===== config.mk =====
export PLATFORM = sky130hd
export DESIGN_NAME = serial_dump
export DESIGN_NICKNAME = d
export VERILOG_FILES = /design/src/rtl/serial_dump_pkg.sv /design/src/rtl/baud_gen.sv /design/src/rtl/serial_dump.sv
export SDC_FILE = /design/constraint.sdc
export NUM_CORES = 1
export LEC_CHECK = 0
export ABC_AREA = 1
export CAP_MARGIN = 10
export CORE_ASPECT_RATIO = 0.8
export CORE_MARGIN = 2
export CORE_UTILIZATION = 50
export CTS_BUF_LIST = sky130_fd_sc_hd__clkbuf_8 sky130_fd_sc_hd__clkbuf_16
export DETAILED_ROUTE_END_ITERATION = 8
export GPL_TIMING_DRIVEN = 0
export PLACE_DENSITY = 0.77
export SLEW_MARGIN = 20
export SYNTH_ARGS = -nofsm -noshare
export SYNTH_HDL_FRONTEND = slang
export SYNTH_SLANG_ARGS = --single-unit

===== constraint.sdc =====
create_clock -name clock -period 3.78 [get_ports clock]
set_input_delay 0.756 -clock clock [delete_from_list [all_inputs] [get_ports clock]]
set_output_delay 0.756 -clock clock [all_outputs]
set_load 0.01 [all_outputs]

===== src/rtl/serial_dump_pkg.sv =====
// Shared definitions for the serial memory dump block: state encoding,
// frame geometry and the per-bit tx value helper.
package serial_dump_pkg;

    typedef enum logic [2:0] {
        ST_IDLE  = 3'd0,
        ST_FETCH = 3'd1,
        ST_WAIT  = 3'd2,
        ST_START = 3'd3,
        ST_DATA  = 3'd4,
        ST_STOP  = 3'd5,
        ST_NEXT  = 3'd6
    } state_t;

    localparam int FRAME_BITS           = 10;
    localparam int BYTES_PER_WORD       = 4;
    localparam int CLKS_PER_BIT_DEFAULT = 16;

    localparam logic [3:0] STOP_BIT  = 4'(FRAME_BITS - 1);
    localparam logic [1:0] LAST_BYTE = 2'(BYTES_PER_WORD - 1);

    // Line level for frame bit bit_idx of byte byte_idx (byte 0 = bits 31:24).
    // Bit 0 is the start bit, 1..8 carry data LSB first, 9 is the stop bit.
    function automatic logic frame_bit(input logic [31:0] word,
                                       input logic [1:0]  byte_idx,
                                       input logic [3:0]  bit_idx);
        logic [2:0] data_idx;
        data_idx = 3'(bit_idx - 4'd1);
        if (bit_idx == 4'd0) begin
            return 1'b0;
        end
        if (bit_idx >= STOP_BIT) begin
            return 1'b1;
        end
        return word[{~byte_idx, data_idx}];
    endfunction

endpackage


===== src/rtl/baud_gen.sv =====
// Bit-period timer: down-counter that ticks at terminal count zero and
// reloads itself, or is forced back to a full period by restart.
module baud_gen #(
    parameter int CLKS_PER_BIT = 16
) (
    input  logic clock,
    input  logic reset,
    input  logic restart,
    output logic tick
);

    localparam int CW = (CLKS_PER_BIT > 2) ? $clog2(CLKS_PER_BIT) : 1;
    localparam logic [CW-1:0] RELOAD = CW'(CLKS_PER_BIT - 1);
    localparam logic [CW-1:0] ONE    = CW'(1);

    logic [CW-1:0] cnt_q;
    logic [CW-1:0] cnt_d;

    // Reload on restart or terminal count, otherwise count down.
    always_comb begin
        cnt_d = cnt_q - ONE;
        if (restart || (cnt_q == '0)) begin
            cnt_d = RELOAD;
        end
    end

    // Counter register.
    always_ff @(posedge clock or negedge reset) begin
        if (!reset) begin
            cnt_q <= '0;
        end else begin
            cnt_q <= cnt_d;
        end
    end

    assign tick = (cnt_q == '0);

endmodule


===== src/rtl/serial_dump.sv =====
// Streams a block of memory words out of an 8N1 serial line, MSB byte first.
//
// state | meaning
// IDLE  | waiting for start; tx idle high
// FETCH | memRead strobe for the current address
// WAIT  | memory latency; read data captured at the end of this cycle
// START | start bit of the current byte
// DATA  | data bits 1..8 of the current byte, LSB first
// STOP  | stop bit; advances to the next byte or finishes the word
// NEXT  | bump address, decrement remaining count, fetch again or finish
module serial_dump
    import serial_dump_pkg::*;
#(
    parameter int CLKS_PER_BIT = CLKS_PER_BIT_DEFAULT,
    parameter int DATA_WIDTH   = 32
) (
    input  logic                  clock,
    input  logic                  reset,
    input  logic                  start,
    input  logic [31:0]           baseAddress,
    input  logic [15:0]           wordCount,
    output logic [31:0]           memAddress,
    output logic                  memRead,
    input  logic [DATA_WIDTH-1:0] memData,
    output logic                  tx,
    output logic                  busy,
    output logic                  done
);

    state_t                state_q, state_d;
    logic [31:0]           addr_q, addr_d;
    logic [15:0]           remaining_q, remaining_d;
    logic [DATA_WIDTH-1:0] shift_q, shift_d;
    logic [3:0]            bit_idx_q, bit_idx_d;
    logic [1:0]            byte_idx_q, byte_idx_d;
    logic [31:0]           mem_addr_q, mem_addr_d;
    logic                  mem_read_q, mem_read_d;
    logic                  tx_q, tx_d;
    logic                  busy_q, busy_d;
    logic                  done_q, done_d;
    logic                  baud_restart;
    logic                  baud_tick;

    baud_gen #(
        .CLKS_PER_BIT(CLKS_PER_BIT)
    ) u_baud_gen (
        .clock  (clock),
        .reset  (reset),
        .restart(baud_restart),
        .tick   (baud_tick)
    );

    // Next-state, datapath and registered-output logic.
    always_comb begin
        state_d      = state_q;
        addr_d       = addr_q;
        remaining_d  = remaining_q;
        shift_d      = shift_q;
        bit_idx_d    = bit_idx_q;
        byte_idx_d   = byte_idx_q;
        baud_restart = 1'b0;
        done_d       = 1'b0;

        case (state_q)
            ST_IDLE: begin
                if (start) begin
                    addr_d      = baseAddress;
                    remaining_d = wordCount;
                    state_d     = (wordCount == 16'd0) ? ST_NEXT : ST_FETCH;
                end
            end
            ST_FETCH: begin
                state_d = ST_WAIT;
            end
            ST_WAIT: begin
                shift_d      = memData;
                byte_idx_d   = 2'd0;
                bit_idx_d    = 4'd0;
                baud_restart = 1'b1;
                state_d      = ST_START;
            end
            ST_START: begin
                if (baud_tick) begin
                    bit_idx_d = 4'd1;
                    state_d   = ST_DATA;
                end
            end
            ST_DATA: begin
                if (baud_tick) begin
                    bit_idx_d = bit_idx_q + 4'd1;
                    if (bit_idx_q == STOP_BIT - 4'd1) begin
                        state_d = ST_STOP;
                    end
                end
            end
            ST_STOP: begin
                if (baud_tick) begin
                    bit_idx_d = 4'd0;
                    if (byte_idx_q == LAST_BYTE) begin
                        state_d = ST_NEXT;
                    end else begin
                        byte_idx_d = byte_idx_q + 2'd1;
                        state_d    = ST_START;
                    end
                end
            end
            ST_NEXT: begin
                addr_d      = addr_q + 32'd1;
                // A zero-length request lands here with nothing to decrement.
                remaining_d = (remaining_q == 16'd0) ? 16'd0 : remaining_q - 16'd1;
                if (remaining_d != 16'd0) begin
                    state_d = ST_FETCH;
                end else begin
                    done_d  = 1'b1;
                    state_d = ST_IDLE;
                end
            end
            default: begin
                state_d = ST_IDLE;
            end
        endcase

        // Outputs are registered from the upcoming state so they line up with it.
        mem_read_d = (state_d == ST_FETCH);
        mem_addr_d = (state_d == ST_FETCH) ? addr_d : mem_addr_q;
        tx_d       = 1'b1;
        if ((state_d == ST_START) || (state_d == ST_DATA) || (state_d == ST_STOP)) begin
            tx_d = frame_bit(shift_d[31:0], byte_idx_d, bit_idx_d);
        end
        busy_d = (state_d != ST_IDLE) || done_d;
    end

    // State, datapath and output registers.
    always_ff @(posedge clock or negedge reset) begin
        if (!reset) begin
            state_q     <= ST_IDLE;
            addr_q      <= 32'd0;
            remaining_q <= 16'd0;
            shift_q     <= '0;
            bit_idx_q   <= 4'd0;
            byte_idx_q  <= 2'd0;
            mem_addr_q  <= 32'd0;
            mem_read_q  <= 1'b0;
            tx_q        <= 1'b1;
            busy_q      <= 1'b0;
            done_q      <= 1'b0;
        end else begin
            state_q     <= state_d;
            addr_q      <= addr_d;
            remaining_q <= remaining_d;
            shift_q     <= shift_d;
            bit_idx_q   <= bit_idx_d;
            byte_idx_q  <= byte_idx_d;
            mem_addr_q  <= mem_addr_d;
            mem_read_q  <= mem_read_d;
            tx_q        <= tx_d;
            busy_q      <= busy_d;
            done_q      <= done_d;
        end
    end

    assign memAddress = mem_addr_q;
    assign memRead    = mem_read_q;
    assign tx         = tx_q;
    assign busy       = busy_q;
    assign done       = done_q;

endmodule


* After elaboration in Yosys (flattened, before gate mapping)
Cells that the tools add are included.
Storage, ports and cells: register bits 129, output and inout bits 36
Cells by class: add/subtract/negate cells 6, $lt $le $gt $ge 2, equality and inequality tests 13, mux-type cells 38, bitwise gates (word level) 1, reduce and logical (&&, ||, !) cells 13
Operators with widths (number):
- 32-bit 2-to-1 mux | 2
- 32-bit case mux with 2 select lines | 1
- 32-bit by 1-bit adder with 32-bit output, second input constant | 1
- 16-bit zero test | 2
- 16-bit 2-to-1 mux | 2
- 16-bit case mux with 2 select lines | 1
- 3-bit 2-to-1 mux | 7
- 3-bit case mux with 7 select lines | 1
- 4-bit 2-to-1 mux | 4
- 4-bit case mux with 4 select lines | 1
- 16-bit nonzero test | 1
- 16-bit by 1-bit subtractor with 16-bit output, second input constant | 1
- 3-bit equality test, second input constant | 5
- 1-bit 2-to-1 mux | 15
- 3-bit by 2-bit equality test with 1-bit output, second input constant | 3
- 4-bit zero test | 2
- 3-bit by 1-bit equality test with 1-bit output, second input constant | 2
- 5-bit by 6-bit < comparator with 1-bit output, second input constant | 1
- 1-bit binary-select mux with 5-bit select | 1
- 4-bit by 1-bit adder with 4-bit output, second input constant | 1
- 4-bit equality test, second input constant | 1
- 4-bit greater-or-equal comparator, second input constant | 1
- 1-bit logical OR | 4
- 2-bit 2-to-1 mux | 2
- 11 further kinds | 11

* Depth between registers and ports, before layout
Gate-level depths: netlist of the first run.
word-level depth 14, mapped depth 21

* Hierarchy
A second synthesis of the first run with hierarchy kept.
Unflattened totals: cell total of the unflattened synthesis 1028, area total of the unflattened synthesis 7497.2 um^2
By module, submodules not included:
- serial_dump | times used 1, cells each 1005, area each 7310.8 um^2, sequential area each 3129.3 um^2
- baud_gen | times used 1, cells each 23, area each 186.4 um^2, sequential area each 100.1 um^2

* Worst setup path after synthesis of the first run
No wires, ideal clock.
path type register to register, start point register u_baud_gen.cnt_q[0], end point register tx_q (netlist: tx), setup time 0.076 ns, arrival 2.824 ns, slack 0.880 ns, cell stages (with the launch flop) 21, buffers on the path 2, clock period less this slack 2.900 ns, cell sequence dfrtp_1 > inv_1 > ha_1 > nand2_1 > ha_1 > nand3_1 > nand2_1 > nor2_4 > nand2_2 > buf_2 > ha_1 > clkbuf_1 > inv_1 > nand3_1 > nand3_1 > nand3_1 > nand2_1 > nand2_1 > nand3_1 > nand2_1 > nand2_1
On the way: cells in the longest elaborated chain, start to end 10, elaborated cells on any way between the ends 31, classes of those cells add/sub (1); order compare (1); eq/ne (3); mux (21); bitwise (1); reduce/logical (4)
Ends and longest elaborated chain:
- start: declaration | RTL line baud_gen.sv:16 | logic [CW-1:0] cnt_q;
- start signal: assignment | RTL line baud_gen.sv:32 | cnt_q <= cnt_d;
- 4-bit zero test (*) | RTL line baud_gen.sv:36 | assign tick = (cnt_q == '0);
- 4-bit 2-to-1 mux, on equally long branches | RTL line serial_dump.sv:97, serial_dump.sv:83, serial_dump.sv:89
- 4-bit case mux with 4 select lines (*) | RTL line serial_dump.sv:64 | case (state_q)
- net bit_idx_d[0] | RTL line serial_dump.sv:34 | logic [3:0] bit_idx_q, bit_idx_d;
- branches (longest 5 deep; another with 3-bit by 1-bit subtractor with 3-bit output)
- 1-bit 2-to-1 mux (*) | RTL line serial_dump_pkg.sv:32 | if (bit_idx >= STOP_BIT) begin
- 1-bit 2-to-1 mux (*) | RTL line serial_dump.sv:127 | if ((state_d == ST_START) || (state_d == ST_DATA) || (state_d == ST_STOP)) begin
- net tx_d | RTL line serial_dump.sv:38 | logic tx_q, tx_d;
- end signal: assignment | RTL line serial_dump.sv:156 | tx_q <= tx_d;
- end: declaration | RTL line serial_dump.sv:38
Mark *: on every way through the listed nets, which the timed path passes. The select of a mux whose other input is x is not followed. A chain may end at the register's enable or synchronous reset.

* Final worst setup path of the first run
Ends and elaborated chain as after synthesis.

==> flow_metrics.py, run 1 <==
metrics = {
    "synth": {
        "synth_flop_cell": "dfrtp_1",
        "synth_top_area_cell": "dfrtp_1",
        "yosys_warnings": 0,
        "ys_top_cells_by_area": "dfrtp_1 (43%), nand2_1 (14%), nand3_1 (10%), inv_1 (7.6%), o21ai_0 (3.5%)",
        "synth-edff-count": 0,
        "synth_area_sq_mm": 0.00750,
        "netlist_instances": 1034,
        "synth_most_common_cell": "nand2_1",
        "syn_avg_cell_area_sq_um": 7.25,
        "synth-seq-cells": 129,
        "synthDistinctLibCells": 38,
        "synthTopCellsByCount": "nand2_1 (286), inv_1 (151), nand3_1 (151)",
        "syn-num-nets": 1127,
        "synth-async-reset-ratio_pct": 100,
        "synth_top_area_share_pct": 42.7,
        "ys_seq_area_share_pct": 43.1,
    },
    "global_routing": {
        "antenna_found_initial": 0,
        "grt_pass1_vias": 6922,
        "grt_max_degree": 70,
        "grt_util_all_layers_pct": 28.5,
        "grt_first_pass_wirelength_um": 35800,
        "grt-ovfl-total": 0,
    },
    "sta": {
        "max-slew-margin-rel_pct": 47.8,
        "hold_viol": 0,
        "fin_tns_setup_ns": 0,
        "slew_viol_final": 0,
        "fin_crit_ns": 3.45,
        "setup_violations": 0,
        "fmax_mhz": 290,
        "worst_pin_slew_ns": 0.776,
        "grt_setup_unrepaired": "no",
        "min_period_over_period_pct": 91.3,
        "finClkSkew_ns": 0.00713,
        "fin_ws_ns": 0.327,
    },
    "die": {
        "start_util_pct": 51.9,
        "placeableCoreArea_sq_mm": 0.0144,
        "die_w_um": 141,
        "io_pins": 119,
        "die_h_um": 114,
        "die_area_sq_mm": 0.0160,
        "rows": 39,
    },
    "clocking": {
        "cts.sinks": 129,
        "numCtsBuffers": 17,
        "cts_htree_levels": 4,
        "ctsHoldBuffers": 0,
        "post_cts_buffers": 0,
        "worstSkewPairLatency_ns": 0.42,
        "cts-root-buf": "clkbuf_16",
        "clockBufferDepth": 2,
        "clkTransAtPathRegs_ns": 0.06,
        "cts_tree": "yes",
        "post_cts_resized": 0,
    },
    "placed_design": {
        "routabilityCongestion": 0.957,
        "dp_hpwl_um": 16500,
        "portBuffers": 118,
        "place_ws_ns": 0.308,
    },
    "layout": {
        "drive_gt1_share_pct": 7.52,
        "fin_util_pct": 66.0,
        "n_antenna_cell": 0,
        "multi_input_area_sq_mm": 0.00351,
        "n_fill_cell": 1290,
        "regArea_sq_mm": 0.00323,
        "area_growth_pct": 27.2,
        "num-nets-final": 1264,
    },
    "critical_path": {
        "crit_path_start_kind": "flip-flop",
        "crit_required_ns": 4.12,
        "cp_common_cell": "nand2_1",
        "cp_slowest_cell": "ha_1",
        "max_stage_delay_ns": 0.48,
        "critPathMaxFanout": 11,
        "critical_path.top_delay_family": "simple AND/OR/NAND/NOR gates",
        "cp.arrival_ns": 3.79,
        "crit_path_cell_trace": "inv_1, ha_1, nand2_1, ha_1, nand3_1, nand2_1, nor2_4, nand2_2, buf_2, ha_1, inv_1, nand3_1, nand3_1, nand3_1, nand2_1, nand2_1, nand3_1, nand2_1, nand2_1",
        "worst-setup-path-type": "reg -> reg",
        "end_kind": "flip-flop",
        "crit_buf_inv": 3,
    },
    "route": {
        "wire_per_inst_um": 16.2,
        "postRouteWirelength_um": 22100,
        "vias": 7584,
        "drc": 0,
        "drtPass1Iterations": 6,
        "drt-initial-drc-count": 779,
        "antenna_left": 0,
        "viasPerCell": 5.54,
    },
    "run_status": {
        "status": "complete, no violations",
    },
    "pwr": {
        "p_leak_nw": 4.53,
        "powerDensity_mw_per_mm2": 788,
        "p_total_w": 0.00751,
        "peakVddDrop_mv": 0.449,
    },
    "job": {
        "maxCapViolations": 0,
    },
    "min_path": {
        "hp-class": "in -> async",
    },
}
## worst register-to-register path: cells and delay by family (launching register included)
family,cells,cell delay [ns]
simple gates,13,1.41
flops,1,0.37
fa+ha+maj,3,1.05
buf+inv,3,0.54
## cell type report
class,count,share of cell area (%)
buffer,33,1.76
clock buffer,17,4.46
clock inverter,15,1.79
inverter,155,6.10
multi-input combinational,716,36.9
sequential,129,33.9
tap,184,2.42
timing repair buffer,119,12.7
## cell families after synthesis
logic type,after synthesis,share of synthesized area [%]
fa+ha+maj,10,1.67
simple gates,580,34.8
buf+inv,189,10.0
flops,129,43.1
compound gates,122,9.98
xor+xnor,4,0.467
## layout by cell type (no fill, tap or decap), types with 6 or more instances in the layout
master             n
nand2_1          286
inv_1            151
nand3_1          151
dfrtp_1          128
clkdlybuf4s50_1  117
nor2_1            60
o21ai_0           53
nand4_1           25
o211ai_1          19
clkbuf_16         17
or2_2             15
a21oi_1           15
clkbuf_1          14
nor3_1            12
o221ai_1          12
buf_2             11
ha_1              10
o21ai_1            8
inv_6              8
nor4_1             7
o2111ai_1          6
nor2_2             6
## metrics by stage
stage	instance area (sq um)	hold WS [ns]	std cells
detailed placement	8940	0.426	1337
global placement	8910	0.423	1336
floorplan	7500	0.409	1034
CTS	9540	0.266	1369
global route	9530	0.276	1368
finish	9530	0.248	1368
## power breakdown
part / internal (W) / switching [W]
Sequential: 0.00201 / 0.000451
Clock: 0.000989 / 0.000681
Combinational: 0.00129 / 0.00209
## registers in the layout, indices dropped and copies added, names as in the netlist, 2 cells and up
name and count:
bit_idx_q 4, addr_q 32, u_baud_gen.cnt_q 4, remaining_q 16
memAddress 32, shift_q 32, state_q 3, byte_idx_q 2
## per-layer routing
layer,GRT usage [%],vias to the layer above,wire [um]
met4,8.27,0,339
met1,44.0,3537,10600
met3,7.26,25,2150
met2,39.3,363,9020
met5,0,-,0
li1,-,3659,-
## path summary, 6_finish.rpt
path                                           from                   to  slack (ns)  depth (start not counted)
min in group clock              u_baud_gen.cnt_q[0]  u_baud_gen.cnt_q[0]        0.43                          1
worst max register to register  u_baud_gen.cnt_q[0]                   tx        0.33                         19
worst min-delay path                          reset           shift_q[9]        0.25                          1
max in group asynchronous                     reset           addr_q[18]        2.81                          2
worst max-delay path            u_baud_gen.cnt_q[0]                   tx        0.33                         19
worst min register to register  u_baud_gen.cnt_q[0]  u_baud_gen.cnt_q[0]        0.43                          1
No activity file was read; power rests on OpenSTA's default activity.
==> inputs of run 2 (changes only) <==
- ABC_AREA: 1 -> 0
- CAP_MARGIN: 10 -> unset
- CORE_UTILIZATION: 50 -> 25
- PLACE_DENSITY: 0.77 -> 0.46
==> run 2 against run 1 <==
Combinational power down 29%. Highest routed layer unchanged. Power down 13%. Clock skew up 0.0088 ns. Final cell count down 8.7%. Largest power group is now registers. Clock power about the same. Die area up 81%. Worst setup slack worse by 0.20 ns. Critical path type unchanged. Core utilization down 32 points. Cell area down 2.9%. Wire length down 1.6%. Non-clock buffer count up 13. Sequential power about the same.
==> flow_metrics.py, run 2 <==
metrics = {
    "run_status": {
        "status": "complete, no violations",
    },
    "route": {
        "wl_met1_um": 11700,
        "drc": 0,
        "postRouteWirelength_um": 21800,
        "route.met2.wl_um": 8860,
        "viasPerCell": 4.82,
        "vias": 6020,
        "drt-initial-drc-count": 414,
        "wl_met3_um": 960,
        "wire_per_inst_um": 17.4,
        "drtPass1Iterations": 5,
        "route.top_layer_used": "met4",
        "antenna_left": 0,
    },
    "sta": {
        "min_period_over_period_pct": 96.7,
        "max-slew-margin-rel_pct": 43.9,
        "hold_ws_ns": 0.244,
        "worst_pin_slew_ns": 0.841,
        "fin_crit_ns": 3.66,
        "fmax_mhz": 274,
        "hold_viol": 0,
        "fin_ws_ns": 0.125,
        "setup_violations": 0,
        "finClkSkew_ns": 0.0159,
        "slew_viol_final": 0,
    },
    "clocking": {
        "numCtsBuffers": 17,
        "cts_htree_levels": 4,
        "worstSkewPairLatency_ns": 0.43,
        "cts.sinks": 129,
        "cts-root-buf": "clkbuf_16",
        "clockBufferDepth": 2,
        "clkTransAtPathRegs_ns": 0.07,
        "ctsHoldBuffers": 0,
        "cts_tree": "yes",
    },
    "synth": {
        "syn_avg_cell_area_sq_um": 9.49,
        "synth_area_sq_mm": 0.00689,
        "synth_most_common_cell": "nand2_1",
        "synthDistinctLibCells": 64,
        "synth-seq-cells": 129,
        "synth_top_family_by_area": "simple AND/OR/NAND/NOR gates",
        "synthTopCellsByCount": "nand2_1 (168), dfrtp_1 (128), o21ai_0 (47)",
        "netlist_instances": 726,
        "synth_top_area_cell": "dfrtp_1",
        "synth_adder_area_share_pct": 1.82,
        "synth_flop_cell": "dfrtp_1",
        "synth-simple-area-share_pct": 21.6,
        "synth-async-reset-ratio_pct": 100,
        "synth_top_area_share_pct": 46.5,
        "ys_top_cells_by_area": "dfrtp_1 (47%), nand2_1 (9.2%), mux2_4 (6.3%), o21ai_0 (3.4%), a221o_1 (2.9%)",
        "synth-edff-count": 0,
        "synth-xor-area-share_pct": 0.636,
        "synth.area.mux_share_pct": 9.19,
        "yosys_warnings": 0,
        "ys_seq_area_share_pct": 46.9,
        "synth-compound-area-share_pct": 16.3,
        "syn-num-nets": 819,
    },
    "placed_design": {
        "place_area_sq_mm": 0.00857,
        "portBuffers": 118,
        "place_ws_ns": -0.606,
        "dp_hpwl_um": 15500,
        "routabilityCongestion": 0.814,
    },
    "critical_path": {
        "crit_path_start_kind": "flip-flop",
        "critPathMaxFanout": 4,
        "end_kind": "flip-flop",
        "cp_common_cell": "inv_1",
        "cp.arrival_ns": 3.99,
        "cp_slowest_cell": "dfrtp_1",
        "critical_path.top_delay_family": "compound AO/OA/AOI/OAI gates",
        "worstSetupStartpoint": "u_baud_gen.cnt_q[0]",
        "crit_required_ns": 4.12,
        "reg2reg_from": "u_baud_gen.cnt_q[0]",
        "crit_path_cell_trace": "inv_1, ha_2, and2_4, inv_1, ha_1, mux2_2, a211oi_4, nand2_2, buf_12, ha_4, inv_1, a211o_1, o21bai_1, o21bai_1, and4b_1, o211a_1, o31ai_1",
        "crit_buf_inv": 4,
        "max_stage_delay_ns": 0.40,
        "worst-setup-path-type": "reg -> reg",
    },
    "layout": {
        "num-nets-final": 964,
        "fin_util_pct": 34.1,
        "design_area_sq_mm": 0.00925,
        "final_cell_mix": "nand2_1 (167), dfrtp_1 (128), clkdlybuf4s50_1 (117)",
        "area_growth_pct": 34.3,
        "layout_commonest_cell": "nand2_1",
        "drive_gt1_share_pct": 11.3,
    },
    "global_routing": {
        "grt_max_degree": 78,
        "grt_first_pass_wirelength_um": 34500,
        "grt_pass1_vias": 6065,
        "grt_util_all_layers_pct": 15.4,
        "antenna_found_initial": 1,
        "grt-ovfl-total": 0,
    },
    "die": {
        "die_w_um": 190,
        "rows": 54,
        "io_pins": 119,
        "placeableCoreArea_sq_mm": 0.0272,
        "die_area_sq_mm": 0.0289,
        "die_h_um": 152,
        "start_util_pct": 25.4,
    },
    "pwr": {
        "p_leak_nw": 3.86,
        "power.share.clock_pct": 25.5,
        "netSwitchingFraction_pct": 36.2,
        "peakVddDrop_mv": 0.277,
        "p_seq_share_pct": 37.8,
        "powerDensity_mw_per_mm2": 706,
        "p_sw_w": 0.00236,
        "power.internal_w": 0.00417,
        "combPwrFrac_pct": 36.7,
    },
    "min_path": {
        "hp-class": "in -> async",
    },
    "job": {
        "maxCapViolations": 0,
    },
}
-- run 2: routing by layer --
| layer | GRT usage, % | up-vias |
|---|---|---|
| met1 | 24.0 | 2933 |
| li1 | - | 2926 |
| met4 | 4.58 | 0 |
| met2 | 20.7 | 142 |
| met5 | 0 | - |
| met3 | 3.62 | 19 |
-- run 2: kinds of logic after synthesis --
group,after synthesis
DFF,129
and+or+nand+nor,312
muxes,48
AOI/OAI and AO/OA,164
buffers and inverters,58
adders and majority gates,10
xor gates and xnor gates,5
-- run 2: per-stage QoR --
| step | setup TNS, ns | instances | total power [W] |
|---|---|---|---|
| after CTS | 0 | 1242 | 0.00655 |
| after global routing | -0.0237 | 1248 | 0.00700 |
| after floorplan | 0 | 726 | 0.00386 |
| final | 0 | 1249 | 0.00653 |
| after detailed placement | -0.606 | 1209 | 0.00479 |
| after global placement | -488.71 | 1208 | 0.00479 |
-- run 2: final timing paths --
path | to | slack [ns] | cells past startpoint
setup reg to reg | tx | 0.12 | 17
max in group asynchronous | addr_q[9] | 2.79 | 2
hold / removal | shift_q[11] | 0.24 | 1
setup / recovery | tx | 0.12 | 17
min in group clock | shift_q[30] | 0.47 | 2
hold reg to reg | shift_q[30] | 0.47 | 2
-- run 2: layout make-up --
class,count,area [sq um]
Antenna cell,1,2.50
Buffer,38,190
Clock buffer,18,439
Clock inverter,14,144
Fill cell,2855,17900
Inverter,19,71.3
Multi-Input combinational cell,539,3450
Sequential cell,129,3230
Tap cell,364,455
Timing Repair Buffer,127,1270
-- run 2: worst reg2reg max path, cell delays in order, from the launching register on --
cell and delay (ns):
dfrtp_1 0.40, inv_1 0.07, ha_2 0.19, and2_4 0.17, inv_1 0.08, ha_1 0.28, mux2_2 0.29, a211oi_4 0.27
nand2_2 0.13, buf_12 0.15, ha_4 0.28, inv_1 0.06, a211o_1 0.30, o21bai_1 0.17, o21bai_1 0.15, and4b_1 0.18
o211a_1 0.21, o31ai_1 0.19
-- run 2: power by group through the flow --
stage / Sequential (W) / Combinational, W / Clock, W
floorplan: 0.00244 / 0.00142 / 0
global placement: 0.00249 / 0.00230 / 0
detailed placement: 0.00248 / 0.00231 / 0
CTS: 0.00247 / 0.00237 / 0.00171
global route: 0.00257 / 0.00265 / 0.00177
finish: 0.00247 / 0.00240 / 0.00166
-- run 2: timing repair --
item                                    in CTS  in global routing
pin swaps                                    2                  5
buffers inserted                             2                  6
endpoints found under the hold margin        0                  0
gates resized for setup                      6                  3
endpoints found under the setup margin       1                  1
==> inputs of run 3 (changes only) <==
--- a/config.mk
+++ b/config.mk
@@ -13,2 +13,3 @@
 export DETAILED_ROUTE_END_ITERATION = 8
+export GPL_ROUTABILITY_DRIVEN = 0
 export GPL_TIMING_DRIVEN = 0
--- a/constraint.sdc
+++ b/constraint.sdc
@@ -3,2 +3,2 @@
 set_output_delay 0.756 -clock clock [all_outputs]
-set_load 0.01 [all_outputs]
+set_load 0.02 [all_outputs]
==> results of run 3 <==
Same layout as run 2 (identical final DEF). Status: complete, no violations.
Main changes from that run: total power 0.00653 W -> 0.00665 W; worst IR drop on VDD 0.277 mV -> 0.304 mV
==> RTL change 1, RTL diff (config.mk and constraints of run 1) <==
Put one more register stage on the output `memAddress`, with the module's reset. The value now appears one clock later. The other outputs are not delayed to match.
--- a/src/rtl/serial_dump.sv
+++ b/src/rtl/serial_dump.sv
@@ -159,7 +159,13 @@
         end
     end
 
-    assign memAddress = mem_addr_q;
+    always_ff @(posedge clock or negedge reset) begin
+        if (!reset) begin
+            memAddress <= '0;
+        end else begin
+            memAddress <= mem_addr_q;
+        end
+    end
     assign memRead    = mem_read_q;
     assign tx         = tx_q;
     assign busy       = busy_q;
Function: changed (a bounded check fails within 4 cycles, from zero or initial values and one cycle with reset low).
==> RTL change 1 against run 1 <==
- design area is 8.4% higher
- sequential power is 20% higher
- non-clock buffer count is 1 higher
- wire length is 0.24% higher
- sequential cell count is 32 higher
- total power is 5.1% higher
- setup slack better by 0.015 ns
- synthesized area is 10% higher
- cell count is 5.3% higher
- combinational power is 6.5% lower
- largest power group unchanged
- critical path type unchanged
- highest routed layer unchanged
- global-route usage is 2.2 points lower
==> RTL change 1: results (changes against run 1) <==
Parameter                              Value

Clock network
  Clock latency of the later-clocked register in the worst-skew pair ... 0.44 ns (+0.02 ns)
  Clock Pin Slew Worst Setup and Hold Paths ... about 0.070 ns

Logic synthesis
  Yosys cell types ... 40 (+5.3%)
  List of most frequent post-synthesis cells ... nand2_1 (326), dfrtp_1 (160), inv_1 (145), nand3_1 (120), nor2_1 (74)
  Mean instance size in the synthesized netlist ... 7.67 um^2 (+5.9%)
  Leading cell types by total area after synthesis ... dfrtp_1 (49%), nand2_1 (15%), nand3_1 (7.3%)
  Post-synthesis sequential area ratio ... 48.9% (+5.8 points)

Placed design
  Place WS ... 0.318 ns (+0.0101 ns)
  Routability cong. ... 0.924 (-3.4%)
  Detailed Place HPWL ... 16300 um (-0.77%)
  # placed instances ... 1409 (+5.4%)

Finish
  # nets final ... 1305 (+3.2%)
  Non-filler cells in the finished layout ... 1440 (+5.3%)

Route
  Total wirelength of the detailed-routed design ... 22200 um (+0.24%)
  Iteration-0 DRC count of the detailed router ... 858 (+10%)
  Total via count after detailed routing ... 7667 (+1.1%)

Global routing
  Global-route wire length before repair ... 36000 um (+0.60%)
  Largest net degree at the start of global routing ... 103 (+47%)
  Via count of the first global-routing pass ... 7145 (+3.2%)
  Total global routing track utilization ... 26.3% (-2.2 points)

Timing
  Final setup skew ... 0.0114 ns (+0.00425 ns)
  Final hold slack ... 0.242 ns (-0.00575 ns)
  Slew @ Worst Pin ... 0.872 ns (+0.0956 ns)

Setup path
  Critical path's largest stage delay ... 0.51 ns (+0.03 ns)
  CP Data Arrival Time ... 3.80 ns (about the same)

Outcome
  Outcome ... complete, no violations

Power
  Largest voltage drop on the vdd net ... 0.401 mV (-11%)
  Internal power component ... 4.79 mW (+12%)
  Leakage Power ... 4.96 nW (+9.5%)
-- RTL change 1: worst max-delay path by stage --
stage / start / endpoint / slack [ns] / depth (start not counted)
after floorplan: u_baud_gen.cnt_q[0]$_DFF_PN0_ / tx$_DFF_PN1_ / 0.89 / 20
after detailed placement: u_baud_gen.cnt_q[0]$_DFF_PN0_ / tx$_DFF_PN1_ / 0.32 / 20
after CTS: u_baud_gen.cnt_q[0]$_DFF_PN0_ / tx$_DFF_PN1_ / 0.27 / 20
after global routing: u_baud_gen.cnt_q[0]$_DFF_PN0_ / tx$_DFF_PN1_ / 0.11 / 19
after global placement: reset / memAddress[11]$_DFF_PN0_ / -4.47 / 1
final: u_baud_gen.cnt_q[0]$_DFF_PN0_ / tx$_DFF_PN1_ / 0.34 / 19
-- RTL change 1: final cells by class --
cell class	count	area, um^2
Fill cell	1356	5620
Clock inverter	15	183
Timing Repair Buffer	119	1210
Multi-Input combinational cell	730	3480
Tap cell	215	269
Buffer	34	176
Sequential cell	161	4030
Inverter	149	562
Clock buffer	17	425
-- RTL change 1: power by group through the flow --
stage,logic (mW),clock network [mW],registers (mW)
global placement,3.05,0,2.94
finish,3.16,1.79,2.94
detailed placement,3.12,0,2.95
global route,3.57,1.90,3.03
floorplan,2.03,0,2.91
CTS,3.15,1.81,2.93
-- RTL change 1: logic make-up (layout without fill, tap and decap cells) --
logic type | after synthesis | count (layout) | share of synthesized area, %
and+or+nand+nor | 599 | 599 | 31.9
buffers and inverters | 184 | 334 | 8.99
DFF | 161 | 161 | 48.9
AOI/OAI and AO/OA | 121 | 121 | 8.78
adders and majority gates | 10 | 10 | 1.52
-- RTL change 1: repair_timing --
item | CTS | global route
resized for setup | 0 | 0
setup endpoints to repair | 0 | 1
setup buffers | 0 | 0
hold endpoints to repair | 0 | 0
-- RTL change 1: layer usage --
layer  part of all wire, %  routed length, um  up-vias  global-route usage, %
met3                   8.2               1820       27                   5.75
li1                      -                  -     3739                      -
met1                    47              10300     3582                   38.7
met4                   1.5                323        0                   8.05
met5                     0                  0        -                      0
met2                    44               9680      319                   38.9
==> RTL change 2, RTL diff (config.mk and constraints of run 1) <==
Made on the original files. The package constant `CLKS_PER_BIT_DEFAULT` goes from 16 to 32.
--- a/src/rtl/serial_dump_pkg.sv
+++ b/src/rtl/serial_dump_pkg.sv
@@ -14,7 +14,7 @@
 
     localparam int FRAME_BITS           = 10;
     localparam int BYTES_PER_WORD       = 4;
-    localparam int CLKS_PER_BIT_DEFAULT = 16;
+    localparam int CLKS_PER_BIT_DEFAULT = 32;
 
     localparam logic [3:0] STOP_BIT  = 4'(FRAME_BITS - 1);
     localparam logic [1:0] LAST_BYTE = 2'(BYTES_PER_WORD - 1);
Behaviour: same outputs for any inputs over 10 cycles, from zero or initial values and one cycle with reset low; that may be too few to reach the edited logic, so the function may still have changed.
==> RTL change 2 against run 1 <==
- setup slack better by 0.24 ns
- combinational power is 10% lower
- wire length is 4.0% lower
- synthesized area is 0.25% higher
- first-iteration DRC count is 16% lower
- design area is 0.28% lower
- sequential cell count is 1 higher
- critical path depth is 2 lower
- global-route usage is 0.88 points lower
- count of clock-buffer cells in the layout stayed put
- total power is 6.2% lower
- critical path type unchanged
- largest power group unchanged
- highest routed layer unchanged
==> RTL change 2: results (changes against run 1) <==
Parameter                              Value

Outcome
  Outcome ... complete, no violations

Timing
  Crit share post-route ... 84.9% (-6.5 points)
  Slew Limit Headroom ... 48.5% (+0.76 points)
  Final setup skew ... 0.0119 ns (+0.00474 ns)

Clock network
  Gates resized, CTS repair ... 1 (+1)
  Clock Pin Slew Worst Setup and Hold Paths ... 0.06 ns (about the same)

Finish
  Fraction of layout instances using a drive strength above 1 ... 5.95% (-1.6 points)
  Area of the multi-input gates ... 0.00354 mm^2 (+0.71%)
  FF/Latch Area ... 0.00325 mm^2 (+0.77%)
  Multi-Input Combinational ... 751 (+4.9%)
  Non-Clock Buffer Count ... 149 (-2.0%)
  Data buffer area share ... 14.5% (about the same)
  # nets final ... 1292 (+2.2%)
  Number of filler cells placed in the layout ... 1349 (+4.6%)
  Proportion of cell area spent on the clock network ... 5.59% (-0.65 points)
  Non-filler cells in the finished layout ... 1399 (+2.3%)

Logic synthesis
  List of most frequent post-synthesis cells ... nand2_1 (362), inv_1 (144), dfrtp_1 (129), nand3_1 (111), nor2_1 (76)
  Compound-cell area share of the yosys netlist ... 9.82% (-0.16 points)
  Post-synthesis sequential area ratio ... 43.3% (+0.23 points)
  Post-Synth XOR/XNOR Area ... 0.583% (+0.12 points)
  Net count after synthesis ... 1154 (+2.4%)
  Leading cell types by total area after synthesis ... dfrtp_1 (43%), nand2_1 (18%), nand3_1 (7.4%)
  Post-synthesis register bit count ... 130 (+0.78%)
  Syn Inst Count ... 1062 (+2.7%)

Global routing
  Met3 track demand over resource ... 7.05% (-0.21 points)
  Largest net degree at the start of global routing ... 90 (+29%)
  Via count of the first global-routing pass ... 7096 (+2.5%)
  Antenna violations before repair ... 0 (unchanged)
  Met1 GRT Util ... 38.9% (-5.1 points)
  Total global routing track utilization ... 27.6% (-0.88 points)
  Met2 Usage GRT ... 42.3% (+3.0 points)
  Global-route wire length before repair ... 34800 um (-2.6%)

Route
  Iteration-0 DRC count of the detailed router ... 658 (-16%)
  Total via count after detailed routing ... 7555 (-0.38%)
  Metal-1 WL ... 9720 um (-8.4%)
  Number of optimization iterations in the first detailed-route pass ... 8 (+2)
  Total wirelength of the detailed-routed design ... 21200 um (-4.0%)
  Met3 Wirelength ... 1740 um (-19%)

Hold path
  Path category of the worst min-delay check ... input port to asynchronous set/reset pin

Setup path
  Critical path's largest stage delay ... 0.51 ns (+0.03 ns)
  Largest delay contributor family on the critical path ... adder cells
  Worst Reg2Reg Path Length in Cells ... 17 (-2)

Power
  Share of total power in the clock network ... 21.9% (-0.3 points)
  Largest voltage drop on the vdd net ... 0.369 mV (-18%)
  Sw Ratio ... 40.7% (-2.2 points)
  Net load switching power ... 2.86 mW (-11%)
  Leakage Power ... 4.58 nW (+1.1%)
  Power density over the cells ... 740 mW/mm^2 (-6.0%)

Placed design
  # placed instances ... 1370 (+2.5%)
  Place WS ... -0.0179 ns (-0.326 ns)
  Routability cong. ... 0.957 (about the same)
  Instance area after placement ... 0.00896 mm^2 (+0.28%)
  Detailed Place HPWL ... 16000 um (-3.0%)
==> RTL change 2: cell count changes after synthesis, sizes merged, moves of 4 or more <==
cell,run 1,this run
inv,154,148
nand4,25,20
o21ai,61,56
a22oi,2,6
o211ai,19,11
nor3,12,16
buf,19,13
nor2,69,82
nand2,293,365
nand3,155,112
==> RTL change 2: worst min-delay path by stage <==
stage	slack, ns	start	endpoint	cells after the start
2_1_floorplan	0.41	u_baud_gen.cnt_q[0]$_DFF_PN0_	u_baud_gen.cnt_q[0]$_DFF_PN0_	1
3_3_place_gp	0.42	u_baud_gen.cnt_q[0]$_DFF_PN0_	u_baud_gen.cnt_q[0]$_DFF_PN0_	1
3_5_place_dp	0.42	u_baud_gen.cnt_q[0]$_DFF_PN0_	u_baud_gen.cnt_q[0]$_DFF_PN0_	1
4_1_cts	0.21	reset	memAddress[9]$_DFFE_PN0P_	1
5_1_grt	0.22	reset	memAddress[9]$_DFFE_PN0P_	1
6_report	0.20	reset	memAddress[9]$_DFFE_PN0P_	1
